[config.mk]
export PLATFORM = sky130hd
export DESIGN_NAME = eth_rx_ram_wr
export DESIGN_NICKNAME = d
export VERILOG_FILES = /design/src/rtl/eth_rx_ram_wr.sv
export SDC_FILE = /design/constraint.sdc
export NUM_CORES = 1
export LEC_CHECK = 0
export ABC_AREA = 0
export ABC_CLOCK_PERIOD_IN_PS = 12460
export BUFFER_PORTS_ARGS = -buffer_cell sky130_fd_sc_hd__buf_4
export CELL_PAD_IN_SITES_DETAIL_PLACEMENT = 2
export CELL_PAD_IN_SITES_GLOBAL_PLACEMENT = 2
export CORE_MARGIN = 8
export CORE_UTILIZATION = 37
export DETAILED_ROUTE_END_ITERATION = 6
export PLACE_DENSITY_LB_ADDON = 0.3
export SLEW_MARGIN = 20
export SYNTH_ARGS = -nofsm -noshare
export SYNTH_HDL_FRONTEND = slang
export SYNTH_SLANG_ARGS = --single-unit
export TNS_END_PERCENT = 100
[constraint.sdc]
create_clock -name user_clk -period 12.46 [get_ports user_clk]
set_input_delay 2.492 -clock user_clk [delete_from_list [all_inputs] [get_ports user_clk]]
set_output_delay 2.492 -clock user_clk [all_outputs]
set_load 0.02 [all_outputs]
[src/rtl/eth_rx_ram_wr.sv]
// eth_rx_ram_wr
// Receives a byte-wide Ethernet frame, packs it little-endian into 32-bit
// words for the frame RAM and then writes a four-word descriptor into the
// timestamp RAM. The descriptor holds the timestamp, the length and a
// sequence number. Once the frame is complete it raises ram_data_flag.
// The flag stays up until the reader pulses ram_data_flag_clr. Frames that
// arrive while the flag is up are dropped and counted in drop_cnt. So are
// errored, oversize and runt frames.
//
// Ports:
//   user_clk, user_reset         clock, asynchronous active-high reset
//   rx_dv, rx_data, rx_err       byte stream in (one frame per rx_dv run)
//   ts_in                        free-running 64-bit timestamp
//   ram_data_flag, ram_dat_len   frame-ready handshake and accepted length
//   ram_data_flag_clr            reader pulse: frame consumed
//   eth_ram_*                    frame RAM write port (byte address)
//   ts_ram_*                     descriptor RAM write port (byte address)
//   drop_cnt                     saturating dropped-frame counter
module eth_rx_ram_wr #(
    parameter int MAX_BYTES = 1536,
    parameter int MIN_BYTES = 14
) (
    input  logic        user_clk,
    input  logic        user_reset,
    input  logic        rx_dv,
    input  logic [7:0]  rx_data,
    input  logic        rx_err,
    input  logic [63:0] ts_in,
    output logic        ram_data_flag,
    input  logic        ram_data_flag_clr,
    output logic [10:0] ram_dat_len,
    output logic        eth_ram_en,
    output logic        eth_ram_we,
    output logic [10:0] eth_ram_add,
    output logic [31:0] eth_ram_dat,
    output logic        ts_ram_en,
    output logic        ts_ram_we,
    output logic [3:0]  ts_ram_add,
    output logic [31:0] ts_ram_dat,
    output logic [15:0] drop_cnt
);

    localparam logic [10:0] MAX_LEN = 11'(MAX_BYTES);
    localparam logic [10:0] MIN_LEN = 11'(MIN_BYTES);

    typedef enum logic [2:0] {IDLE, RECV, FLUSH, TS_WR, DROP} state_t;

    state_t      state_reg, state_next;
    logic [10:0] byte_cnt_reg;
    logic [8:0]  word_idx_reg;
    logic [31:0] word_buf_reg;
    logic [63:0] ts_cap_reg;
    logic [1:0]  ts_idx_reg;
    logic [15:0] seq_reg;
    logic        flag_reg;
    logic [10:0] len_reg;
    logic [15:0] drop_cnt_reg;
    logic        eth_en_reg;
    logic [10:0] eth_add_reg;
    logic [31:0] eth_dat_reg;

    logic        start_frame, take_byte, drop_frame, flush_word, frame_done;
    logic [1:0]  lane;

    assign lane = byte_cnt_reg[1:0];

    always_ff @(posedge user_clk or posedge user_reset) begin
        if (user_reset) state_reg <= IDLE;
        else            state_reg <= state_next;
    end

    always_comb begin
        state_next  = state_reg;
        start_frame = 1'b0;
        take_byte   = 1'b0;
        drop_frame  = 1'b0;
        flush_word  = 1'b0;
        frame_done  = 1'b0;
        case (state_reg)
            IDLE: begin
                // The flag is checked before a same-cycle clear takes effect,
                // so a frame that starts together with the clear pulse is still dropped.
                if (rx_dv) begin
                    if (flag_reg || rx_err) begin
                        state_next = DROP;
                        drop_frame = 1'b1;
                    end else begin
                        state_next  = RECV;
                        start_frame = 1'b1;
                    end
                end
            end
            RECV: begin
                if (rx_dv) begin
                    if (rx_err || byte_cnt_reg >= MAX_LEN) begin
                        state_next = DROP;
                        drop_frame = 1'b1;
                    end else begin
                        take_byte = 1'b1;
                    end
                end else if (byte_cnt_reg < MIN_LEN) begin
                    state_next = IDLE;
                    drop_frame = 1'b1;
                end else if (lane != 2'd0) begin
                    state_next = FLUSH;
                    flush_word = 1'b1;
                end else begin
                    state_next = TS_WR;
                end
            end
            FLUSH: begin
                if (rx_dv) begin
                    state_next = DROP;
                    drop_frame = 1'b1;
                end else begin
                    state_next = TS_WR;
                end
            end
            TS_WR: begin
                // A new frame arriving before the descriptor is done loses the old one.
                if (rx_dv) begin
                    state_next = DROP;
                    drop_frame = 1'b1;
                end else if (ts_idx_reg == 2'd3) begin
                    state_next = IDLE;
                    frame_done = 1'b1;
                end
            end
            DROP: begin
                if (!rx_dv) state_next = IDLE;
            end
            default: state_next = IDLE;
        endcase
    end

    always_ff @(posedge user_clk or posedge user_reset) begin
        if (user_reset) begin
            byte_cnt_reg <= '0;
            word_idx_reg <= '0;
            word_buf_reg <= '0;
            ts_cap_reg   <= '0;
            ts_idx_reg   <= '0;
            seq_reg      <= '0;
            flag_reg     <= 1'b0;
            len_reg      <= '0;
            drop_cnt_reg <= '0;
            eth_en_reg   <= 1'b0;
            eth_add_reg  <= '0;
            eth_dat_reg  <= '0;
        end else begin
            eth_en_reg <= 1'b0;

            if (start_frame) begin
                ts_cap_reg   <= ts_in;
                word_buf_reg <= {24'd0, rx_data};
                byte_cnt_reg <= 11'd1;
                word_idx_reg <= '0;
                ts_idx_reg   <= '0;
            end

            if (take_byte) begin
                byte_cnt_reg <= byte_cnt_reg + 11'd1;
                // Lane 0 reloads the whole buffer so a partial last word has zero padding.
                if (lane == 2'd0) word_buf_reg <= {24'd0, rx_data};
                else              word_buf_reg[{lane, 3'b000} +: 8] <= rx_data;
                if (lane == 2'd3) begin
                    eth_en_reg   <= 1'b1;
                    eth_add_reg  <= {word_idx_reg, 2'b00};
                    eth_dat_reg  <= {rx_data, word_buf_reg[23:0]};
                    word_idx_reg <= word_idx_reg + 9'd1;
                end
            end

            if (flush_word) begin
                eth_en_reg  <= 1'b1;
                eth_add_reg <= {word_idx_reg, 2'b00};
                eth_dat_reg <= word_buf_reg;
            end

            if (state_reg == TS_WR) ts_idx_reg <= ts_idx_reg + 2'd1;

            if (drop_frame && drop_cnt_reg != 16'hFFFF)
                drop_cnt_reg <= drop_cnt_reg + 16'd1;

            if (frame_done) begin
                flag_reg <= 1'b1;
                len_reg  <= byte_cnt_reg;
                seq_reg  <= seq_reg + 16'd1;
            end else if (flag_reg && ram_data_flag_clr) begin
                flag_reg <= 1'b0;
            end
        end
    end

    always_comb begin
        ts_ram_dat = '0;
        if (state_reg == TS_WR) begin
            case (ts_idx_reg)
                2'd0:    ts_ram_dat = ts_cap_reg[31:0];
                2'd1:    ts_ram_dat = ts_cap_reg[63:32];
                2'd2:    ts_ram_dat = {21'd0, byte_cnt_reg};
                default: ts_ram_dat = {seq_reg, 16'd0};
            endcase
        end
    end

    assign ts_ram_en     = (state_reg == TS_WR);
    assign ts_ram_we     = (state_reg == TS_WR);
    assign ts_ram_add    = {ts_idx_reg, 2'b00};
    assign eth_ram_en    = eth_en_reg;
    assign eth_ram_we    = eth_en_reg;
    assign eth_ram_add   = eth_add_reg;
    assign eth_ram_dat   = eth_dat_reg;
    assign ram_data_flag = flag_reg;
    assign ram_dat_len   = len_reg;
    assign drop_cnt      = drop_cnt_reg;

endmodule
**After elaboration in Yosys (flattened, before gate mapping)**

Index checks and enable logic that the tools add are counted.

- Register bits after elaboration: 209
- Input port bits: 77
- Output and inout port bits: 111

- $add $sub $neg: 6
- Order comparisons: 2
- Equal/unequal tests: 13
- Shift-type cells: 2
- Muxes and demuxes: 55
- Reduce and logical (&&, ||, !) cells: 16

Operator list:

| cell | number |
|---|---|
| $mux 32 | 7 |
| $pmux 32 s3 | 1 |
| $mux 11 | 5 |
| $add 16x1->16 const B | 2 |
| $bwmux 32 | 1 |
| $shift 8x7->32 const A | 1 |
| $shiftx 8x7->32 | 1 |
| $mux 9 | 3 |
| $mux 1 | 25 |
| $mux 3 | 8 |
| $ne 16x16->1 const B | 1 |
| $pmux 3 s5 | 1 |
| $reduce_bool 2->1 | 6 |
| $add 11x1->11 const B | 1 |
| $ge 11x11->1 const B | 1 |
| $lt 11x4->1 const B | 1 |
| $add 9x1->9 const B | 1 |
| $neg 5->7 | 1 |
| $eq 2x2->1 const B | 3 |
| $eq 3x2->1 const B | 2 |
| $mux 2 | 3 |
| $logic_not 2->1 | 2 |
| $ne 2x2->1 const B | 2 |
| $reduce_and 4->1 | 1 |
| other kinds (12) | 14 |

**Longest topological paths before layout**

Gate-level depths: netlist (run 1).

- Depth in word-level cells: 8
- Mapped depth: 8

**Worst setup path after synthesis (run 1)**

No wires, ideal clock.

- Path kind: register -> output
- From: register ts_idx_reg[0]
- To: output port ts_ram_dat[10]
- Arrival: 1.816 ns
- Path slack: 8.152 ns
- Stages on the path, launching flop included: 7
- Path buffers: 3
- Path through: dfrtp_1 > ha_1 > clkbuf_1 > or2_2 > clkbuf_1 > clkbuf_1 > nor2_1

- Cells in the longest elaborated chain, start to end: 3

RTL lines:

| item | line | source |
|---|---|---|
| start, declared | 53 | `logic [1:0] ts_idx_reg;` |
| start signal, assigned | 180 | `if (state_reg == TS_WR) ts_idx_reg <= ts_idx_reg + 2'd1;` |
| $eq 2x2->1 (tied with other cells) | 198 | `case (ts_idx_reg)` |
| $pmux 32 s3 (*) | 198 |  |
| $mux 32 (*) | 197 | `if (state_reg == TS_WR) begin` |
| end, declared | 39 | `output logic [31:0] ts_ram_dat,` |

Every way passes the cells marked *; elsewhere a longest branch is shown, timed or not.

**Final worst setup path (run 1)**

- From: register state_reg[2]
- To: output port ts_ram_dat[3]

- Cells in the longest elaborated chain, start to end: 2

RTL lines:

| item | line | source |
|---|---|---|
| start, declared | 48 | `state_t state_reg, state_next;` |
| start signal, assigned | 69 | `else state_reg <= state_next;` |
| $eq 3x2->1 | 197 |  |
| $mux 32 | 197 |  |

No other way between the ends.

==> results of run 1 <==
==> layout by cell type (no fill, tap or decap), types with 3 or more instances in the layout <==
cell,count
and2_1,9
buf_4,192
and3_1,13
a222oi_1,11
ha_1,13
nor3_1,5
dfrtp_1,207
conb_1,4
o31ai_1,6
and4_1,6
nand3_1,23
a21oi_1,29
xor2_1,5
mux2i_1,5
nand2_1,271
clkbuf_8,5
o211ai_1,5
clkinv_2,3
clkbuf_1,5
nor4_4,3
clkbuf_16,25
nor2_1,78
xnor2_1,26
nor2b_1,3
a32oi_1,3
mux2_2,3
o21ai_0,22
a22oi_1,50
nand4_1,19
mux2_4,30
inv_1,18
==> power groups by stage <==
stage	clock network (mW)	logic (mW)	registers, mW
finish	0.665	0.262	0.815
floorplan	0	0.143	0.830
detailed placement	0	0.263	0.825
global route	0.714	0.294	0.825
CTS	0.684	0.268	0.815
global placement	0	0.252	0.820
==> worst paths after layout <==
| path | to | slack [ns] | cells after the start |
|---|---|---|---|
| worst min register to register | seq_reg[14] | 0.47 | 1 |
| worst min-delay path | seq_reg[14] | 0.47 | 1 |
| worst max-delay path | ts_ram_dat[3] | 7.17 | 4 |
| max in group asynchronous | eth_ram_dat[17] | 9.14 | 3 |
| min in group asynchronous | ram_dat_len[8] | 2.12 | 2 |
| worst max register to register | eth_ram_add[4] | 9.25 | 6 |
==> cell type report <==
class                           count  area share [%]
Sequential cell                   207            43.9
Multi-Input combinational cell    674            33.5
Timing Repair Buffer              192            12.2
Clock buffer                       35            6.05
Tap cell                          330            3.50
Inverter                           19           0.668
Clock inverter                      3           0.127
==> kinds of logic (layout without fill, tap and decap cells) <==
family | Yosys count | count (layout) | synth area share, %
adder cells (fa/ha/maj) | 14 | 14 | 1.84
AND/OR/NAND/NOR | 450 | 450 | 21.0
multiplexers | 39 | 39 | 5.74
AO/OA/AOI/OAI | 136 | 136 | 9.79
buffers and inverters | 77 | 249 | 4.15
other | 1 | 4 | 0.0395
flip-flops | 207 | 207 | 54.5
XOR/XNOR | 31 | 31 | 2.86
==> per-stage QoR <==
step | instance area [um^2] | worst slack [ns]
floorplan | 9510 | 4.32
global placement | 11100 | 7.73
detailed placement | 11100 | 7.51
CTS | 11800 | 7.11
global route | 11800 | 6.94
finish | 11800 | 7.17
==> routing by layer <==
metal,part of all wire [%],GRT usage (%),routed length [um],up-vias
met5,0,0,0,-
met4,1.8,4.73,525,0
met3,6.1,4.91,1820,41
met2,48,31.5,14300,179
met1,44,24.4,13100,3895
li1,-,-,-,3555
==> worst reg2reg max path: stages (launching register included) <==
cell      delay (ns)
dfrtp_1         0.60
inv_1           0.29
ha_1            0.41
nor4_4          0.60
nand2b_2        0.22
buf_4           0.55
mux2_2          0.42
==> metrics.txt, run 1 <==
status=finished clean; HPWL after DPL=20.2 mm; Primary FF master, synth=dfrtp_1; LEAKAGE=5.94 nW; fmax=0.189 GHz; Post-synth EDFFs=0; post-synth top area cell=dfrtp_1; die width=176 um; initial DRC count=446; Die Height=176 um; CP top delay family=simple AND/OR/NAND/NOR gates; nets=1210; post-DR wirelength/cell=20.4 um; Via density=5.25; Filler Cells Inserted=2662; ANT cells=0; Post-CTS Hold Fix Bufs=0; Crit path required time=9.97 ns; Clock Power Share=38.2%; clock-pin slew on the worst setup and hold paths=0.06 ns; Bufs on Longest Clock Path=3; ANT nets after route=0; vias in the first global route=8807; GRT Total Usage=19.0%; cts repair resizes=0; final setup vio count=0; first-pass GRT wire length=48.5 mm; Num CTS Buffers=25; period utilisation layout=42.5%; worst path bufs/invs=1; min-delay worst type=reg -> reg; Syn. warnings=0; CP max FO=21; minimum hold slack=0.475 ns; Post-CTS Setup Bufs=0; io pins=188; Reg area=5180 um^2; worst-skew pair later-pin latency=0.51 ns; count leader, synth=nand2_1; max_slew headroom=28.9%; Clock Sinks=207; Net Sw Frac=28.0%; hold violation count in the final report=0; Layout area overhead=24.2%; synth unique cells=55; DRC Markers=0; largest net degree at the start of global routing=102; Power Dens Cells=148 nW/um^2; area of the multi-input gates=3950 um^2; H-tree Lvls=1; Cell Area, Synth=9500 um^2; row count=58; Worst Path Arrival=2.80 ns; Flop pwr share=46.8%; RR Startpoint=byte_cnt_reg[0]; Initial Util=37.7%; die footprint=31000 um^2; Logic pwr share=15.0%; crit path kind=reg -> out; via count=7670; min Tclk post-route=5.29 ns; Synth Instances=955; Post-synth ARST share=100%; DRT Pass-1 Iters=4; final core utilization=46.8%; CTS root buf=clkbuf_16; crit path launch=state_reg[2]; Worst setup EP type=primary output; Overflow after GRT=0; GPL Wtd Cong=0.793; Synth top area share=54.5%; Post-Route Skew=0.0107 ns; DP Cell Count=1422; slew at the pin closest to its max-slew limit=1.06 ns; Worst Min Path Start=seq_reg[14]; Startpoint Class=flip-flop; Fin Setup TNS=0 ns; delay of the slowest cell on the worst path=0.71 ns; Net Sw Power=0.488 mW; final cell count without fillers=1460; sequential area share after synthesis=54.5%; maximum VDD drop=0.0000711 V; fin. max-slew vios=0; Pint=1.25 mW; synthesized area per cell=9.94 um^2; top cells by area, synth=dfrtp_1 (55%), nand2_1 (11%), mux2_4 (4.7%); Largest register FFs=64; CTS tree=done; Buffers on Ports=183; commonest cells in the netlist=nand2_1 (272), dfrtp_1 (207), nor2_1 (78); cell chain of the critical path=nand3b_1, or2_2, nor2_1, buf_4; initial antenna violation count=0; maxcap violations=0; layout cell share with drive strength beyond 1=24.5%; Post-Route WL=29.8 mm; RSZ-0062 raised after global routing=false; total core area=25200 um^2; Pwr Total=1.74 mW; critical path's slowest cell=or2_2; FF+latch count, synth=207
(Power assumes the default switching activity.)
==> inputs of run 2 (changes only) <==
Settings changed: ABC_AREA 0 to 1, ABC_CLOCK_PERIOD_IN_PS 12460 to 4300, CORE_UTILIZATION 37 to 29.
Clock period 12.46 ns to 4.3 ns, I/O delays scaled along.
==> run 2 against run 1 <==
Net effect:
- clock skew increased by 0.00055 ns
- area after synthesis increased by 7.8%
- die area increased by 34%
- sequential power increased to 3.5 times the previous value
- design area increased by 8.4%
- hold slack improved by 0.0023 ns
- setup slack got worse by 6.4 ns
- synthesized cell count increased by 34%
- via count increased by 22%
- register-to-register slack got worse by 7.9 ns
- clock power increased to 3.2 times the previous value
- critical path type unchanged
- critical endpoint is now ts_ram_dat[21]
==> metrics.txt, run 2 <==
Post-Route Skew=0.0113 ns (+0.000551 ns); sequential area share after synthesis=50.6% (-3.9 points); Overflow after GRT=0 (unchanged); die footprint=41600 um^2 (+34%); Num CTS Buffers=26 (+4.0%); Bufs on Longest Clock Path=3 (unchanged); RR Startpoint=byte_cnt_reg[0]; Synth Instances=1275 (+34%); min Tclk post-route=3.54 ns; HPWL after DPL=26.6 mm (+32%); die width=204 um (+16%); worst-skew pair later-pin latency=0.53 ns (+0.02 ns); total core area=35100 um^2 (+40%); final setup vio count=0 (unchanged); GRT Total Usage=17.7% (-1.3 points); Worst setup EP type=primary output; Worst Min Path Start=word_buf_reg[2]; layout cell share with drive strength beyond 1=18.9% (-5.7 points); Post-CTS Setup Bufs=0 (unchanged); final setup margin=0.762 ns (-6.40 ns); clock-pin slew on the worst setup and hold paths=0.06 ns (about the same); Via density=4.90 (-6.7%); fin. max-slew vios=0 (unchanged); Largest register FFs=64 (unchanged); ANT cells=0 (unchanged); Initial Util=29.1% (-8.6 points); nets=1527 (+26%); CTS root buf=clkbuf_16; Syn. warnings=0 (unchanged); row count=69 (+19%); Reg2Reg Setup Slack=1.32 ns (-7.93 ns); io pins=188 (unchanged); Synth Area in Adders=1.71% (-0.13 points); post-DR wirelength/cell=19.3 um (-5.4%); worst path bufs/invs=3 (+2); Worst Hold Endpoint=eth_ram_dat[2]; largest net degree at the start of global routing=78 (-24%); via count=9380 (+22%); ANT nets after route=0 (unchanged); Clock Sinks=207 (unchanged); delay of the slowest cell on the worst path=0.65 ns (-0.06 ns); max_slew headroom=42.6% (+14 points); FF+latch count, synth=207 (unchanged); cell chain of the critical path=inv_1, ha_1, buf_4, nand2_1, a221oi_1, buf_4; CP max FO=19 (-9.5%); Worst Path Arrival=2.68 ns (-0.12 ns); H-tree Lvls=1 (unchanged); simple-gate share of the synthesized area=31.5% (+10 points); synthesized area per cell=8.03 um^2 (-19%); Hold Path Stages=2 (+1); top cells by area, synth=dfrtp_1 (51%), nand2_1 (18%), nand3_1 (5.9%); Synth Area in XOR/XNOR=2.14% (-0.72 points); GPL Wtd Cong=0.774 (-2.4%); DP Worst Slack=1.23 ns (-6.28 ns); CTS tree=done; period utilisation layout=82.3%; Post-CTS Hold Fix Bufs=0 (unchanged); min-delay worst type=reg -> reg; vias in the first global route=10489 (+19%); initial antenna violation count=0 (unchanged); Crit path required time=3.44 ns (-6.53 ns); Worst R2R Path Depth=9 (+3); crit path kind=reg -> out; Filler Cells Inserted=4034 (+52%); LEAKAGE=6.42 nW (+8.3%); Die Height=204 um (+16%); Startpoint Class=flip-flop; slew at the pin closest to its max-slew limit=0.860 ns (-0.205 ns); commonest cells after routing, fill and taps aside=nand2_1 (480), dfrtp_1 (207), buf_4 (195); FF-to-FF End=eth_ram_dat[14]; Primary FF master, synth=dfrtp_1; largest family of logic cells by synthesized area=simple AND/OR/NAND/NOR gates; Pwr Total=7.05 mW (+310%); Power Dens Cells=552 nW/um^2 (+270%); maximum VDD drop=0.000301 V (+320%); fmax=0.283 GHz; synth unique cells=39 (-29%); Cell Area, Synth=10200 um^2 (+7.8%); first-pass GRT wire length=59.9 mm (+24%); commonest cells in the netlist=nand2_1 (480), dfrtp_1 (207), nand3_1 (120); Synth top area share=50.6% (-3.9 points); multiplexer area fraction after synthesis=0.0978% (-5.6 points); Post-synth ARST share=100% (unchanged); post-synth top area cell=dfrtp_1; Buffers on Ports=183 (unchanged); most common cell after layout, fill and taps aside=nand2_1; CP top delay family=buffers and inverters; initial DRC count=418 (-6.3%); Post-synth EDFFs=0 (unchanged); DRT Pass-1 Iters=4 (unchanged); cts repair resizes=0 (unchanged); complex-gate fraction of the synthesized area=7.58% (-2.2 points); status=finished clean; Most common cell on crit path=buf_4; Post-Route WL=36.9 mm (+24%); maxcap violations=0 (unchanged); Layout area overhead=24.9%; hold violation count in the final report=0 (unchanged); RSZ-0062 raised after global routing=false; Fin Setup TNS=0 ns (unchanged); count leader, synth=nand2_1; DRC Markers=0 (unchanged); critical path's slowest cell=ha_1
-- run 2: cell types whose count changed in the layout (fill, tap and decap cells not counted), moves of 11 or more --
cell / delta
nand3_1: +97
and3_1: -12
xor2_1: +13
nand2_1: +209
inv_1: +42
xnor2_1: -19
a22oi_1: -50
a222oi_1: -11
mux2_4: -30
nor3_1: +14
a21oi_1: +26
nand4_1: +15
o21ai_0: +26
-- run 2: worst max path at each step --
stage                     from         endpoint  slack (ns)  depth (start not counted)
2_1_floorplan       user_reset  byte_cnt_reg[0]        0.75                          1
3_3_place_gp             rx_dv   ts_cap_reg[10]        1.32                          8
3_5_place_dp   byte_cnt_reg[0]   eth_ram_dat[7]        1.23                          9
4_1_cts          ts_idx_reg[1]   ts_ram_dat[21]        0.67                          6
5_1_grt          ts_idx_reg[1]   ts_ram_dat[30]        0.55                          6
6_report         ts_idx_reg[1]   ts_ram_dat[21]        0.76                          6
-- run 2: through the flow --
step | utilization, % | cells | hold slack, ns | area, um^2
2_1_floorplan | - | 1278 | 0.442 | 10200
3_3_place_gp | 34.0 | 1869 | 0.457 | 11900
3_5_place_dp | 34.0 | 1869 | 0.467 | 11900
4_1_cts | 36.4 | 1914 | 0.482 | 12800
5_1_grt | 36.4 | 1914 | 0.497 | 12800
6_report | 36.4 | 1914 | 0.477 | 12800
-- run 2: worst register-to-register path: cells and delay by family (launching register included) --
family	cells	cell delay, ns
and+or+nand+nor	4	0.98
adders and majority gates	1	0.39
DFF	1	0.32
buffers and inverters	4	1.22
-- run 2: kinds of logic after synthesis --
logic type / after synthesis
simple gates: 753
flops: 207
compound gates: 137
buf+inv: 137
xor+xnor: 25
fa+ha+maj: 14
other cells: 1
mux: 1
-- run 2: layout make-up --
type | count | area, um^2 | share of cell area, %
Tap cell | 461 | 577 | 4.51
Sequential cell | 207 | 5180 | 40.5
Clock inverter | 7 | 68.8 | 0.538
Clock buffer | 38 | 767 | 6.00
Multi-Input combinational cell | 934 | 4420 | 34.6
Timing Repair Buffer | 197 | 1500 | 11.8
Inverter | 70 | 267 | 2.08
-- run 2: power by group --
group	leakage (nW)	total (mW)	internal, mW	switching [mW]
Sequential	2.69	2.87	2.47	0.391
Clock	0.406	2.15	1.29	0.863
Combinational	3.33	2.03	0.710	1.32
-- run 2: metal layers --
metal	routed length [um]	track usage, %	up-vias
met5	0	0	-
met4	452	3.11	0
met3	1660	3.22	28
met2	17100	28.9	166
met1	17700	24.4	4714
li1	-	-	4472
==> inputs of run 3 (changes only) <==
Settings changed: ABC_CLOCK_PERIOD_IN_PS 4300 to 3400, CORE_UTILIZATION 29 to 33.
Clock period 4.3 ns to 3.4 ns, I/O delays scaled along.
==> run 3 against run 2 <==
Net effect:
- clock power grew 23%
- largest cell class unchanged
- non-clock buffer count grew 3
- hold slack lost 0.27 ns
- sequential share of layout area grew 0.12 points
- critical endpoint is now ts_ram_dat[31]
- highest routed layer unchanged
- cell count shrank 3.3%
- combinational power grew 29%
- critical path type unchanged
- via count grew 2.0%
- wire length shrank 0.41%
- setup slack lost 0.40 ns
==> metrics.txt, run 3 (synthesized netlist as in run 2, its figures left out) <==
status=finished clean; Net Sw Frac=36.7% (+0.086 points); Clock Power Share=29.8% (-0.7 points); worst-skew pair later-pin latency=0.52 ns (about the same); clock-pin slew on the worst setup and hold paths=0.05 ns (about the same); FF-to-FF End=eth_ram_add[3]; minimum hold slack=0.209 ns (-0.268 ns); die width=192 um (-5.8%); HPWL after DPL=26.2 mm (-1.8%); fin. max-slew vios=0 (unchanged); Logic pwr share=29.5% (+0.7 points); Fin Setup TNS=0 ns (unchanged); Layout area overhead=24.5%; die footprint=36900 um^2 (-11%); CTS tree=done; nets=1529 (+0.13%); GRT Total Usage=20.0% (+2.3 points); Buffers on Ports=183 (unchanged); post-DR wirelength/cell=19.9 um (+3.0%); Net Sw Power=3.25 mW (+26%); delay of the slowest cell on the worst path=0.40 ns (-0.25 ns); slew at the pin closest to its max-slew limit=0.754 ns (-0.106 ns); layout cell share with drive strength beyond 1=19.0% (+0.12 points); Worst setup EP type=primary output; max_slew headroom=49.7% (+7.2 points); Pint=5.62 mW (+26%); final setup vio count=0 (unchanged); Bufs on Longest Clock Path=3 (unchanged); Overflow after GRT=0 (unchanged); initial antenna violation count=0 (unchanged); LEAKAGE=6.45 nW (+0.40%); Worst R2R Path Depth=7 (-2); min-delay worst type=in -> async; Reg2Reg Setup Slack=0.88 ns (-0.44 ns); Startpoint Class=flip-flop; RSZ-0062 raised after global routing=false; Clock Sinks=207 (unchanged); fmax=0.329 GHz; Num CTS Buffers=25 (-3.8%); Worst Path Arrival=2.36 ns (-0.32 ns); Largest register FFs=64 (unchanged); crit path to=ts_ram_dat[31]; CP top delay family=buffers and inverters; Via density=5.17 (+5.5%); Post-Route WL=36.7 mm (-0.41%); initial DRC count=453 (+8.4%); Power Dens Cells=696 nW/um^2 (+26%); H-tree Lvls=1 (unchanged); first-pass GRT wire length=59.5 mm (-0.61%); critical path's slowest cell=dfrtp_1; CP max FO=14 (-5); cell chain of the critical path=inv_2, nand2_2, nor2_4, inv_1, a221oi_1, buf_4; maxcap violations=0 (unchanged); hold violation count in the final report=0 (unchanged); crit path launch=state_reg[2]; GPL Wtd Cong=0.807 (+4.3%); via count=9563 (+2.0%); RR Startpoint=byte_cnt_reg[0]; row count=64 (-7.2%); CTS root buf=clkbuf_16; min Tclk post-route=3.04 ns; Worst path depth=6 (unchanged); maximum VDD drop=0.000335 V (+11%); total core area=30600 um^2 (-13%); commonest cells after routing, fill and taps aside=nand2_1 (479), dfrtp_1 (207), buf_4 (194); period utilisation layout=89.4%; Initial Util=33.5% (+4.3 points); worst path bufs/invs=3 (unchanged); Post-Route Skew=0.00875 ns (-0.00250 ns); ANT cells=0 (unchanged); most common cell after layout, fill and taps aside=nand2_1; crit path kind=reg -> out; Crit path required time=2.72 ns (-0.72 ns); DRC Markers=0 (unchanged); DRT Pass-1 Iters=4 (unchanged); ANT nets after route=0 (unchanged); Flop pwr share=40.7% (about the same); Post-CTS Hold Fix Bufs=0 (unchanged); largest net degree at the start of global routing=68 (-13%); vias in the first global route=10677 (+1.8%); Die Height=192 um (-5.8%); io pins=188 (unchanged)
[run 3: changes by cell type in the layout (fill, tap and decap cells not counted)]
cell	previous run	this run
clkinvlp_4	3	1
nand2_2	9	10
buf_4	195	194
buf_12	2	6
clkbuf_16	27	25
inv_6	1	0
nand2_1	480	479
clkbuf_8	5	8
[run 3: repair_timing]
action                                  4_1_cts  5_1_grt
buffers inserted                              0        0
gates resized for setup                       0        1
endpoints found under the setup margin        0        2
[run 3: worst min path at each step]
stage / start / end / slack, ns / cells past startpoint
floorplan: word_buf_reg[11] / eth_ram_dat[11] / 0.44 / 2
global placement: word_buf_reg[5] / eth_ram_dat[5] / 0.46 / 2
detailed placement: word_buf_reg[5] / eth_ram_dat[5] / 0.46 / 2
CTS: ram_data_flag_clr / ram_data_flag / 0.32 / 2
global route: user_reset / eth_ram_en / 0.22 / 2
finish: user_reset / eth_ram_en / 0.21 / 2
[run 3: per-layer routing]
metal,GRT usage (%),wire length [um]
met1,26.3,16600
met2,33.9,17600
met3,3.30,1790
met4,4.73,741
met5,0,0
[run 3: cell type report]
cell class | count | area, um^2
fillers | 3524 | 17800
flip-flops and latches | 207 | 5180
multi-input cells | 934 | 4420
repair buffers | 200 | 1580
clock buffers | 39 | 758
well taps | 396 | 495
inverters | 70 | 267
clock inverters | 4 | 45.0
[run 3: metrics by stage]
step / cells / utilization (%) / setup WS [ns] / area (um^2) / total power [mW]
global route: 1850 / 41.7 / 0.215 / 12700 / 9.43
CTS: 1849 / 41.6 / 0.120 / 12700 / 9.00
detailed placement: 1806 / 39.0 / 0.691 / 11900 / 6.28
floorplan: 1278 / - / 0.0338 / 10200 / 5.27
finish: 1850 / 41.7 / 0.362 / 12700 / 8.87
global placement: 1806 / 39.0 / 0.825 / 11900 / 6.14
[run 3: power groups by stage]
stage | clock network [mW] | logic (mW) | registers (mW)
global placement | 0 | 2.54 | 3.60
CTS | 2.72 | 2.67 | 3.62
finish | 2.64 | 2.62 | 3.61
detailed placement | 0 | 2.63 | 3.64
floorplan | 0 | 1.56 | 3.72
global route | 2.81 | 2.92 | 3.69
[run 3: worst register-to-register path: stages, from the launching register on]
cell and delay (ns):
dfrtp_1 0.35, clkinv_1 0.33, ha_1 0.42, inv_1 0.36, nand4_2 0.18, nand2_2 0.53
nand2_1 0.17, nand2_1 0.10
